[src/rtl/ldpc_feeder.sv]
// ldpc_feeder: pulls a deinterleaved frame codeword by codeword into the LDPC decoder,
// requesting CW_LEN soft bits per codeword and forwarding returned samples one cycle later.
module ldpc_feeder #(
  parameter int WID    = 6,
  parameter int CW_LEN = 9216,
  parameter int CW_NUM = 15
) (
  input  logic           clk,
  input  logic           rst_n,
  input  logic           bidin_rdy,
  input  logic           bidin_ena_out,
  input  logic [WID-1:0] bidin_dout,
  input  logic           dec_rdy,
  output logic           ldpc_req,
  output logic           ldpc_fin,
  output logic           dec_start,
  output logic           dec_din_en,
  output logic [WID-1:0] dec_din,
  output logic           dec_last,
  output logic [3:0]     cw_idx,
  output logic           frm_ovf,
  output logic           rd_err
);

  typedef enum logic [2:0] {IDLE, WAIT_DEC, REQ, DRAIN, DONE} state_t;

  localparam logic [13:0] LEN_LAST = 14'(CW_LEN - 1);
  localparam logic [13:0] LEN_FULL = 14'(CW_LEN);
  localparam logic [3:0]  IDX_LAST = 4'(CW_NUM - 1);

  state_t         state_q, state_d;
  logic [13:0]    req_cnt_q, req_cnt_d;
  logic [13:0]    rcv_cnt_q, rcv_cnt_d;
  logic [3:0]     cw_idx_q, cw_idx_d;
  logic [3:0]     to_cnt_q, to_cnt_d;
  logic           pend_q, pend_d;
  logic           ldpc_req_q, ldpc_req_d;
  logic           ldpc_fin_q, ldpc_fin_d;
  logic           dec_start_q, dec_start_d;
  logic           dec_din_en_q, dec_din_en_d;
  logic [WID-1:0] dec_din_q, dec_din_d;
  logic           dec_last_q, dec_last_d;
  logic           frm_ovf_q, frm_ovf_d;
  logic           rd_err_q, rd_err_d;
  logic           rcv_phase, accept;

  always_comb begin
    state_d      = state_q;
    req_cnt_d    = req_cnt_q;
    rcv_cnt_d    = rcv_cnt_q;
    cw_idx_d     = cw_idx_q;
    to_cnt_d     = to_cnt_q;
    pend_d       = pend_q;
    ldpc_fin_d   = 1'b0;
    dec_start_d  = 1'b0;
    dec_din_en_d = 1'b0;
    dec_din_d    = dec_din_q;
    dec_last_d   = 1'b0;
    frm_ovf_d    = frm_ovf_q;
    rd_err_d     = rd_err_q;

    // Samples are only taken while a codeword is open and not yet complete; anything else is an anomaly.
    rcv_phase = (state_q == REQ) || (state_q == DRAIN);
    accept    = bidin_ena_out && rcv_phase && (rcv_cnt_q != LEN_FULL);
    if (bidin_ena_out && !accept) rd_err_d = 1'b1;
    if (accept) begin
      rcv_cnt_d    = rcv_cnt_q + 14'd1;
      dec_din_en_d = 1'b1;
      dec_din_d    = bidin_dout;
      dec_last_d   = (rcv_cnt_q == LEN_LAST);
    end

    if (state_q != IDLE && bidin_rdy) begin
      if (pend_q) frm_ovf_d = 1'b1;
      else        pend_d    = 1'b1;
    end

    case (state_q)
      IDLE: begin
        if (bidin_rdy || pend_q) begin
          state_d = WAIT_DEC;
          pend_d  = 1'b0;
          if (bidin_rdy && pend_q) frm_ovf_d = 1'b1;
        end
      end
      WAIT_DEC: begin
        if (dec_rdy) begin
          state_d     = REQ;
          dec_start_d = 1'b1;
        end
      end
      REQ: begin
        req_cnt_d = req_cnt_q + 14'd1;
        if (req_cnt_q == LEN_LAST) begin
          state_d  = DRAIN;
          to_cnt_d = '0;
        end
      end
      DRAIN: begin
        if (rcv_cnt_q == LEN_FULL) begin
          req_cnt_d = '0;
          rcv_cnt_d = '0;
          to_cnt_d  = '0;
          if (cw_idx_q < IDX_LAST) begin
            cw_idx_d = cw_idx_q + 4'd1;
            state_d  = WAIT_DEC;
          end else begin
            state_d    = DONE;
            ldpc_fin_d = 1'b1;
          end
        end else if (bidin_ena_out) begin
          to_cnt_d = '0;
        end else if (to_cnt_q == 4'hF) begin
          // Sixteenth silent cycle: abandon the frame rather than wait forever.
          rd_err_d   = 1'b1;
          ldpc_fin_d = 1'b1;
          req_cnt_d  = '0;
          rcv_cnt_d  = '0;
          to_cnt_d   = '0;
          cw_idx_d   = '0;
          state_d    = IDLE;
        end else begin
          to_cnt_d = to_cnt_q + 4'd1;
        end
      end
      DONE: begin
        cw_idx_d = '0;
        state_d  = IDLE;
      end
      default: state_d = IDLE;
    endcase

    ldpc_req_d = (state_d == REQ);
  end

  always_ff @(posedge clk or negedge rst_n) begin
    if (!rst_n) begin
      state_q      <= IDLE;
      req_cnt_q    <= '0;
      rcv_cnt_q    <= '0;
      cw_idx_q     <= '0;
      to_cnt_q     <= '0;
      pend_q       <= 1'b0;
      ldpc_req_q   <= 1'b0;
      ldpc_fin_q   <= 1'b0;
      dec_start_q  <= 1'b0;
      dec_din_en_q <= 1'b0;
      dec_din_q    <= '0;
      dec_last_q   <= 1'b0;
      frm_ovf_q    <= 1'b0;
      rd_err_q     <= 1'b0;
    end else begin
      state_q      <= state_d;
      req_cnt_q    <= req_cnt_d;
      rcv_cnt_q    <= rcv_cnt_d;
      cw_idx_q     <= cw_idx_d;
      to_cnt_q     <= to_cnt_d;
      pend_q       <= pend_d;
      ldpc_req_q   <= ldpc_req_d;
      ldpc_fin_q   <= ldpc_fin_d;
      dec_start_q  <= dec_start_d;
      dec_din_en_q <= dec_din_en_d;
      dec_din_q    <= dec_din_d;
      dec_last_q   <= dec_last_d;
      frm_ovf_q    <= frm_ovf_d;
      rd_err_q     <= rd_err_d;
    end
  end

  assign ldpc_req   = ldpc_req_q;
  assign ldpc_fin   = ldpc_fin_q;
  assign dec_start  = dec_start_q;
  assign dec_din_en = dec_din_en_q;
  assign dec_din    = dec_din_q;
  assign dec_last   = dec_last_q;
  assign cw_idx     = cw_idx_q;
  assign frm_ovf    = frm_ovf_q;
  assign rd_err     = rd_err_q;

endmodule

[config.mk]
export PLATFORM = sky130hd
export DESIGN_NAME = ldpc_feeder
export DESIGN_NICKNAME = d
export VERILOG_FILES = /design/src/rtl/ldpc_feeder.sv
export SDC_FILE = /design/constraint.sdc
export NUM_CORES = 1
export LEC_CHECK = 0
export ABC_AREA = 1
export BUFFER_PORTS_ARGS = -buffer_cell sky130_fd_sc_hd__buf_4
export CORE_ASPECT_RATIO = 2
export CORE_MARGIN = 2
export CORE_UTILIZATION = 55
export DETAILED_ROUTE_END_ITERATION = 10
export PLACE_DENSITY = 0.83
export REMOVE_ABC_BUFFERS = 1
export SKIP_LAST_GASP = 1
export SLEW_MARGIN = 10
export SYNTH_ARGS = -nofsm -noshare
export SYNTH_HDL_FRONTEND = slang
export SYNTH_SLANG_ARGS = --single-unit
[constraint.sdc]
create_clock -name clk -period 2.9 [get_ports clk]
set_clock_uncertainty 0.1 [all_clocks]
set_input_delay 0.29 -clock clk [delete_from_list [all_inputs] [get_ports clk]]
set_output_delay 0.29 -clock clk [all_outputs]
set_load 0.005 [all_outputs]
==> results of run 1 <==
## flip-flops by register name, indices dropped and copies added (netlist names)
name        cells
state_q         3
req_cnt_q      14
rd_err          1
dec_start       1
cw_idx          4
to_cnt_q        4
ldpc_req        1
dec_din_en      1
rcv_cnt_q      14
frm_ovf         1
dec_din         6
pend_q          1
dec_last        1
ldpc_fin        1
## logic make-up after synthesis
kind of cell               Yosys count  share of synthesized area
AOI/OAI and AO/OA                   50                     0.0953
adders and majority gates            5                     0.0218
DFF                                 53                      0.461
xor gates and xnor gates             7                     0.0213
buffers and inverters               57                     0.0866
and+or+nand+nor                    201                      0.314
## final timing paths
check	start	endpoint	slack, ns	cells after the start
worst max-delay path	rcv_cnt_q[0]	rcv_cnt_q[3]	0.83	10
worst min-delay path	bidin_dout[3]	dec_din[3]	0.06	3
worst max register to register	rcv_cnt_q[0]	rcv_cnt_q[3]	0.83	10
worst min register to register	dec_din[2]	dec_din[2]	0.39	2
max in group asynchronous	rst_n	cw_idx[2]	1.81	2
min in group asynchronous	rst_n	req_cnt_q[10]	0.42	2
## metal layers
metal | global-route usage | share of wire | vias to the layer above
li1 | - | - | 1258
met1 | 0.259 | 0.36 | 1174
met2 | 0.445 | 0.57 | 45
met3 | 0.0449 | 0.023 | 21
met4 | 0.148 | 0.037 | 0
met5 | 0 | 0 | -
## worst max-delay path: stages, from the launching register on
cell     delay (ns)
dfrtp_1        0.41
inv_1          0.07
ha_1           0.20
nand3_1        0.08
nor2_1         0.05
nand2_2        0.22
nand2_2        0.22
inv_2          0.26
nand2_1        0.10
o21ai_0        0.17
a21oi_1        0.06
## cell type report
class / count / area, µm²
fillers: 468 / 1900
flip-flops and latches: 53 / 1330
multi-input cells: 263 / 1300
repair buffers: 28 / 213
inverters: 50 / 188
well taps: 58 / 72.6
clock buffers: 5 / 68.8
clock inverters: 3 / 22.5
## placed cells by master, fill, tap and decap left out, drive strengths merged
cell         instances
nand3               33
a21oi               15
buf                 27
clkinv               3
or2                  1
o21ai               30
and3                 1
xor2                 6
nor4                 1
nor2                44
o31ai                3
dfrtp               53
xnor2                1
inv                 50
nand2               92
o21bai               2
nor3b                3
nor3                16
dlygate4sd3          1
ha                   5
nand3b               2
nand4                8
clkbuf               5
## stage by stage
| stage | area, µm² | setup WS [ns] |
|---|---|---|
| detailed placement | 3090 | 0.834 |
| global placement | 3090 | 0.949 |
| CTS | 3190 | 0.806 |
| floorplan | 2810 | 1.13 |
| finish | 3190 | 0.830 |
| global route | 3190 | 0.526 |
## timing repair
| item | 4_1_cts | 5_1_grt |
|---|---|---|
| endpoints found under the setup margin | 0 | 0 |
| hold buffers | 1 | 0 |
| endpoints found under the hold margin | 53 | 0 |
## report_power, final
group,internal [W],leakage [nW],switching (W)
registers,0.000979,0.646,0.000219
clock network,0.000172,0.0481,0.000255
logic,0.000347,0.924,0.000628
==> results.toml, run 1 <==
[run_status]
status = "complete, no violations"

[cells_and_area]
area_delta_synth_final_pct = 11.0
n_antenna_cell = 0
post-route-util = 0.627
nets = 417
layout-drive-gt1-share = 0.122
instances_no_fill = 460

[synth]
yosysMostFrequentCell = "nand2_1"
syn_inst = 373
netlist_top_cells_count = "nand2_1 (87), dfrtp_1 (53), inv_1 (47), nor2_1 (41), nand3_1 (32)"
async_reset_ff_frac = 1.00
yosysUniqueCellTypes = 31
synth-edff-count = 0
synth.ff_latch_count = 53
netlist_top_cells_area = "dfrtp_1 (46%), nand2_1 (11%), inv_1 (6.1%), nand3_1 (5.6%), nor2_1 (5.4%)"
synth_warnings = 0
yosysSeqAreaShare = 0.461
synth_ff_type = "dfrtp_1"
syn_area_mm2 = 0.00288
synth_top_area_cell = "dfrtp_1"
synth.top_cell.area_share = 0.461
avgSynthCellArea_um2 = 7.71

[global_route]
grt_pass1_wl_um = 10800
grt_overflow_total = 0
antenna_found_initial = 0
grt_pass1_vias = 2549
grtUsageTotal = 0.253
grt_max_degree = 54

[pwr]
power_leakage_nw = 1.62
power_density_mw_per_mm2 = 815
total_power_w = 0.00260
ir_drop_mv = 0.712

[placed_design]
placed_cells = 451
numPortBuffers = 27
dp_hpwl_um = 4780
gp_congestion = 0.928

[worst_setup_path]
critPathMaxFanout = 16
required_ns = 3.00
cp.arrival_ns = 2.17
endpoint_kind = "flip-flop"
startpoint_type = "flip-flop"
path_class = "flip-flop to flip-flop"

[routing]
vias = 2498
routed_wl_um = 6270
first_pass_iters = 4
drtIter0Drc = 116
wl_per_cell_um = 13.6
viasPerCell = 5.43
antenna_left = 0
drc = 0

[floorplan]
die-area_mm2 = 0.00586
pin_count = 28
fp.dieW_um = 55.1
rows = 37
die_y_um = 106
start_util = 0.565
core_mm2 = 0.00509

[clock_network]
cts.sinks = 53
cts-root-buf = "clkbuf_8"
cts_buffers = 5
cts-resized-gates = 0
cts_buffer_depth = 2
postCtsSetupBuffers = 0
cts_tree = "done"
cts_htree_levels = 2
clock_latency_ns = 0.32
clkTransAtPathRegs_ns = 0.10

[timing]
min_period_over_period = 0.714
rsz0062_at_grt = "no"
holdWs_ns = 0.0629
fmax_mhz = 483
final_max_slew_viol_count = 0
setup_violations = 0
fin_crit_ns = 2.07
hold_viol = 0
slew_headroom = 0.551
tns_ns = 0
tightest_slew_ns = 0.673

[run]
max_cap_violations = 0

[worst_hold_path]
hp-class = "input pin to flip-flop"
No activity file was read; power rests on OpenSTA's default activity.
==> inputs of run 2 (changes only) <==
Settings changed: CORE_UTILIZATION 55 to 53.
Clock period 2.9 ns to 1.7 ns, I/O delays scaled along.
==> results.toml, run 2 (synthesis gave the netlist of run 1 again) <==
[timing]
setup_violations = 0
final_max_slew_viol_count = 0
slew_headroom = 0.569
fmax_mhz = 592
hold_viol = 0
tightest_slew_ns = 0.646
fin_crit_ns = 1.69
rsz0062_at_grt = "yes"
tns_ns = 0
min_period_over_period = 0.993
fin_ws_ns = 0.0112

[pwr]
ir_drop_mv = 1.31
power_leakage_nw = 1.86
power_density_mw_per_mm2 = 1430
total_power_w = 0.00528

[floorplan]
core_mm2 = 0.00533
start_util = 0.540
pin_count = 28
die_y_um = 108
rows = 38
die-area_mm2 = 0.00607
fp.dieW_um = 56.1

[placed_design]
placed_cells = 482
numPortBuffers = 27
dp_hpwl_um = 4580
post-place-ws_ns = -0.0648
gp_congestion = 0.908

[global_route]
grt_max_degree = 54
antenna_found_initial = 0
grt_pass1_wl_um = 11100
grt_overflow_total = 0
grtUsageTotal = 0.224
grt_pass1_vias = 2615

[clock_network]
cts-root-buf = "clkbuf_8"
cts_buffers = 5
cts_tree = "done"
clkTransAtPathRegs_ns = 0.09
cts.sinks = 53
clock_latency_ns = 0.31
cts_buffer_depth = 2
cts_htree_levels = 2

[cells_and_area]
multiInputGateArea_mm2 = 0.00141
final_common_cell = "nand2_1"
layout_common_cells = "nand2_1 (86), buf_4 (60), dfrtp_1 (53), inv_1 (45), nor2_1 (36)"
nets = 461
n_antenna_cell = 0
area_delta_synth_final_pct = 28.4
layout-drive-gt1-share = 0.231
fillers = 393
instances_no_fill = 506
regArea_mm2 = 0.00133

[worst_setup_path]
path_class = "flip-flop to flip-flop"
startpoint_type = "flip-flop"
cp.arrival_ns = 1.79
endpoint_kind = "flip-flop"
critPathMaxFanout = 7
r2r_setup_slack_ns = 0.01
required_ns = 1.80

[routing]
drc = 0
vias = 2747
drtIter0Drc = 162
viasPerCell = 5.43
wl_per_cell_um = 13.4
antenna_left = 0
routed_wl_um = 6760
first_pass_iters = 4

[run_status]
status = "complete, no violations"

[run]
max_cap_violations = 0

[worst_hold_path]
hp-class = "input pin to flip-flop"
[run 2: critical path, cell delays in order, from the launching register on]
cell and delay, ns:
dfrtp_1 0.40, inv_2 0.08, ha_4 0.13, nand3_2 0.09, nor2_4 0.14, nand2_4 0.11, nand3_4 0.13, nand2_2 0.11
nor3b_2 0.21, nor2_1 0.07
[run 2: through the flow]
| step | instance area [µm²] | hold WS (ns) | utilization |
|---|---|---|---|
| 6_report | 3690 | 0.0324 | 0.693 |
| 5_1_grt | 3690 | 0.0483 | 0.693 |
| 4_1_cts | 3560 | 0.0252 | 0.669 |
| 3_5_place_dp | 3320 | 0.143 | 0.624 |
| 3_3_place_gp | 3320 | 0.141 | 0.624 |
| 2_1_floorplan | 2810 | -0.226 | - |
[run 2: routing by layer]
layer  part of all wire  routed length [µm]  GRT usage
met1               0.42                2870      0.290
met2               0.51                3420      0.382
met3              0.048                 326     0.0323
met4              0.021                 143     0.0765
met5                  0                   0          0
[run 2: report_power, final]
part | total [W] | internal, W | switching [W]
combinational | 0.00241 | 0.00101 | 0.00140
clock | 0.000881 | 0.000480 | 0.000400
sequential | 0.00199 | 0.00167 | 0.000319
[run 2: layout make-up]
cell class,count,area share
Multi-Input combinational cell,264,0.381
Sequential cell,53,0.359
Timing Repair Buffer,71,0.155
Inverter,50,0.0529
Clock buffer,7,0.0234
Tap cell,60,0.0203
Clock inverter,1,0.00814
[run 2: path summary, 6_finish.rpt]
path / cells past startpoint / endpoint / startpoint
setup / recovery: 9 / req_cnt_q[7] / rcv_cnt_q[1]
hold / removal: 3 / frm_ovf / bidin_rdy
setup reg to reg: 9 / req_cnt_q[7] / rcv_cnt_q[1]
hold reg to reg: 2 / dec_din[3] / dec_din[3]
max in group asynchronous: 2 / state_q[0] / rst_n
min in group asynchronous: 2 / rcv_cnt_q[11] / rst_n
[run 2: timing repair]
item	4_1_cts	5_1_grt
endpoints found under the hold margin	60	0
resized for setup	12	22
buffers inserted	2	5
hold buffers	8	0
pin swaps	4	13
endpoints found under the setup margin	20	46
cloned	0	1
==> inputs of run 3 (changes only) <==
Settings changed: PLACE_DENSITY 0.83 to 0.79, SLEW_MARGIN 10 to 20.
==> results.toml, run 3 (synthesis gave the netlist of run 1 again) <==
[cells_and_area]
final_common_cell = "nand2_1"
area_delta_synth_final_pct = 33.8
layout_common_cells = "nand2_1 (73), buf_4 (65), dfrtp_1 (53), inv_1 (44), nor2_1 (34)"
fin_area_mm2 = 0.00385
nets = 468
n_antenna_cell = 0
layout-drive-gt1-share = 0.296

[run_status]
violations = "setup timing"
status = "finished with violations"

[worst_setup_path]
startpoint_type = "flip-flop"
endpoint_kind = "flip-flop"
cpPeakStageDelay_ns = 0.42
path_class = "flip-flop to flip-flop"
critPathBufInv = 2
critPathMaxFanout = 8
path_cells = "inv_1 -> buf_4 -> nand4_1 -> nor2_1 -> nand2_1 -> nor2_2 -> o21bai_4 -> nand2_1 -> o21ai_0"
path_delay_family = "simple AND/OR/NAND/NOR gates"
cp_slowest_cell = "dfrtp_1"
cp.arrival_ns = 1.85
required_ns = 1.80
cp_common_cell = "nand2_1"

[routing]
antenna_left = 0
viasPerCell = 5.49
first_pass_iters = 5
wl_per_cell_um = 14.6
vias = 2814
drc = 0
routed_wl_um = 7510
drtIter0Drc = 193

[floorplan]
fp.dieW_um = 56.1
rows = 38
die_y_um = 108
pin_count = 28
start_util = 0.540
die-area_mm2 = 0.00607
core_mm2 = 0.00533

[global_route]
grtUsageTotal = 0.233
grt_max_degree = 54
grt_pass1_vias = 2698
grt_pass1_wl_um = 11500
grt_overflow_total = 0
antenna_found_initial = 0

[timing]
setup_violations = 5
rsz0062_at_grt = "yes"
hold_viol = 0
fin_ws_ns = -0.0558
min_period_over_period = 1.03
fmax_mhz = 570
tightest_slew_ns = 0.655
final_max_slew_viol_count = 0
fin_crit_ns = 1.76
tns_ns = -0.112
slew_headroom = 0.563
holdWs_ns = 0.0240

[run]
max_cap_violations = 0

[clock_network]
cts.sinks = 53
cts-root-buf = "clkbuf_8"
cts_tree = "done"
cts_buffer_depth = 2
cts_htree_levels = 2
clkTransAtPathRegs_ns = 0.10
cts_buffers = 5
clock_latency_ns = 0.32

[placed_design]
dp_hpwl_um = 4660
gp_congestion = 0.914
numPortBuffers = 27
placed_area_mm2 = 0.00335

[pwr]
ir_drop_mv = 1.11
power_density_mw_per_mm2 = 1440
power_leakage_nw = 1.94

[worst_hold_path]
hp-class = "input pin to flip-flop"
[run 3: cell types whose count changed in the layout (fill, tap and decap cells not counted), moves of 3 or more]
cell,before,now
buf_4,60,65
nand2_1,86,73
nand2_2,3,12
nand2_4,4,7
o21ai_0,23,14
o21ai_1,6,11
o21ai_2,1,5
[run 3: area by class of cell]
| cell class | instances | area, µm² |
|---|---|---|
| multi-input cells | 264 | 1520 |
| fillers | 405 | 1480 |
| flip-flops and latches | 53 | 1330 |
| repair buffers | 78 | 623 |
| inverters | 50 | 203 |
| clock buffers | 6 | 82.6 |
| well taps | 60 | 75.1 |
| clock inverters | 2 | 17.5 |
[run 3: worst register-to-register path: stages (launching register included)]
cell and delay, ns:
dfrtp_1 0.42, inv_1 0.19, buf_4 0.18, nand4_1 0.11
nor2_1 0.11, nand2_1 0.10, nor2_2 0.14, o21bai_4 0.12
nand2_1 0.10, o21ai_0 0.09
[run 3: power breakdown]
| group | switching, W | total, W | internal, W |
|---|---|---|---|
| Combinational | 0.00161 | 0.00279 | 0.00118 |
| Sequential | 0.000315 | 0.00199 | 0.00167 |
| Clock | 0.000437 | 0.000776 | 0.000339 |
[run 3: repair_timing]
item	4_1_cts	5_1_grt
hold endpoints to repair	61	0
setup buffers	2	6
gates resized for setup	12	67
endpoints found under the setup margin	21	43
hold buffers	9	0
cloned	1	0
pin swaps	8	20
[run 3: final timing paths]
check                             startpoint             to  slack (ns)  cells after the start
min in group asynchronous              rst_n   rcv_cnt_q[9]        0.32                      2
worst max-delay path            rcv_cnt_q[3]      cw_idx[0]       -0.06                      9
worst max register to register  rcv_cnt_q[3]      cw_idx[0]       -0.06                      9
worst min register to register    dec_din[0]     dec_din[0]        0.40                      2
max in group asynchronous              rst_n  req_cnt_q[10]        0.75                      2
worst min-delay path               bidin_rdy         pend_q        0.02                      3
[run 3: per-stage QoR]
step,util,power [W],cells,setup WS [ns]
final,0.723,0.00555,513,-0.0558
after floorplan,-,0.00314,366,-0.0664
after CTS,0.676,0.00502,507,-0.0207
after global routing,0.723,0.00593,513,-0.181
after detailed placement,0.629,0.00408,487,-0.113
after global placement,0.629,0.00399,487,-0.0160
[run 3: layer usage]
layer  up-vias  global-route usage  share of wire
li1       1367                   -              -
met1      1313               0.282           0.40
met2       101               0.411           0.52
met3        33              0.0311          0.043
met4         0              0.0952          0.040
met5         -                   0              0
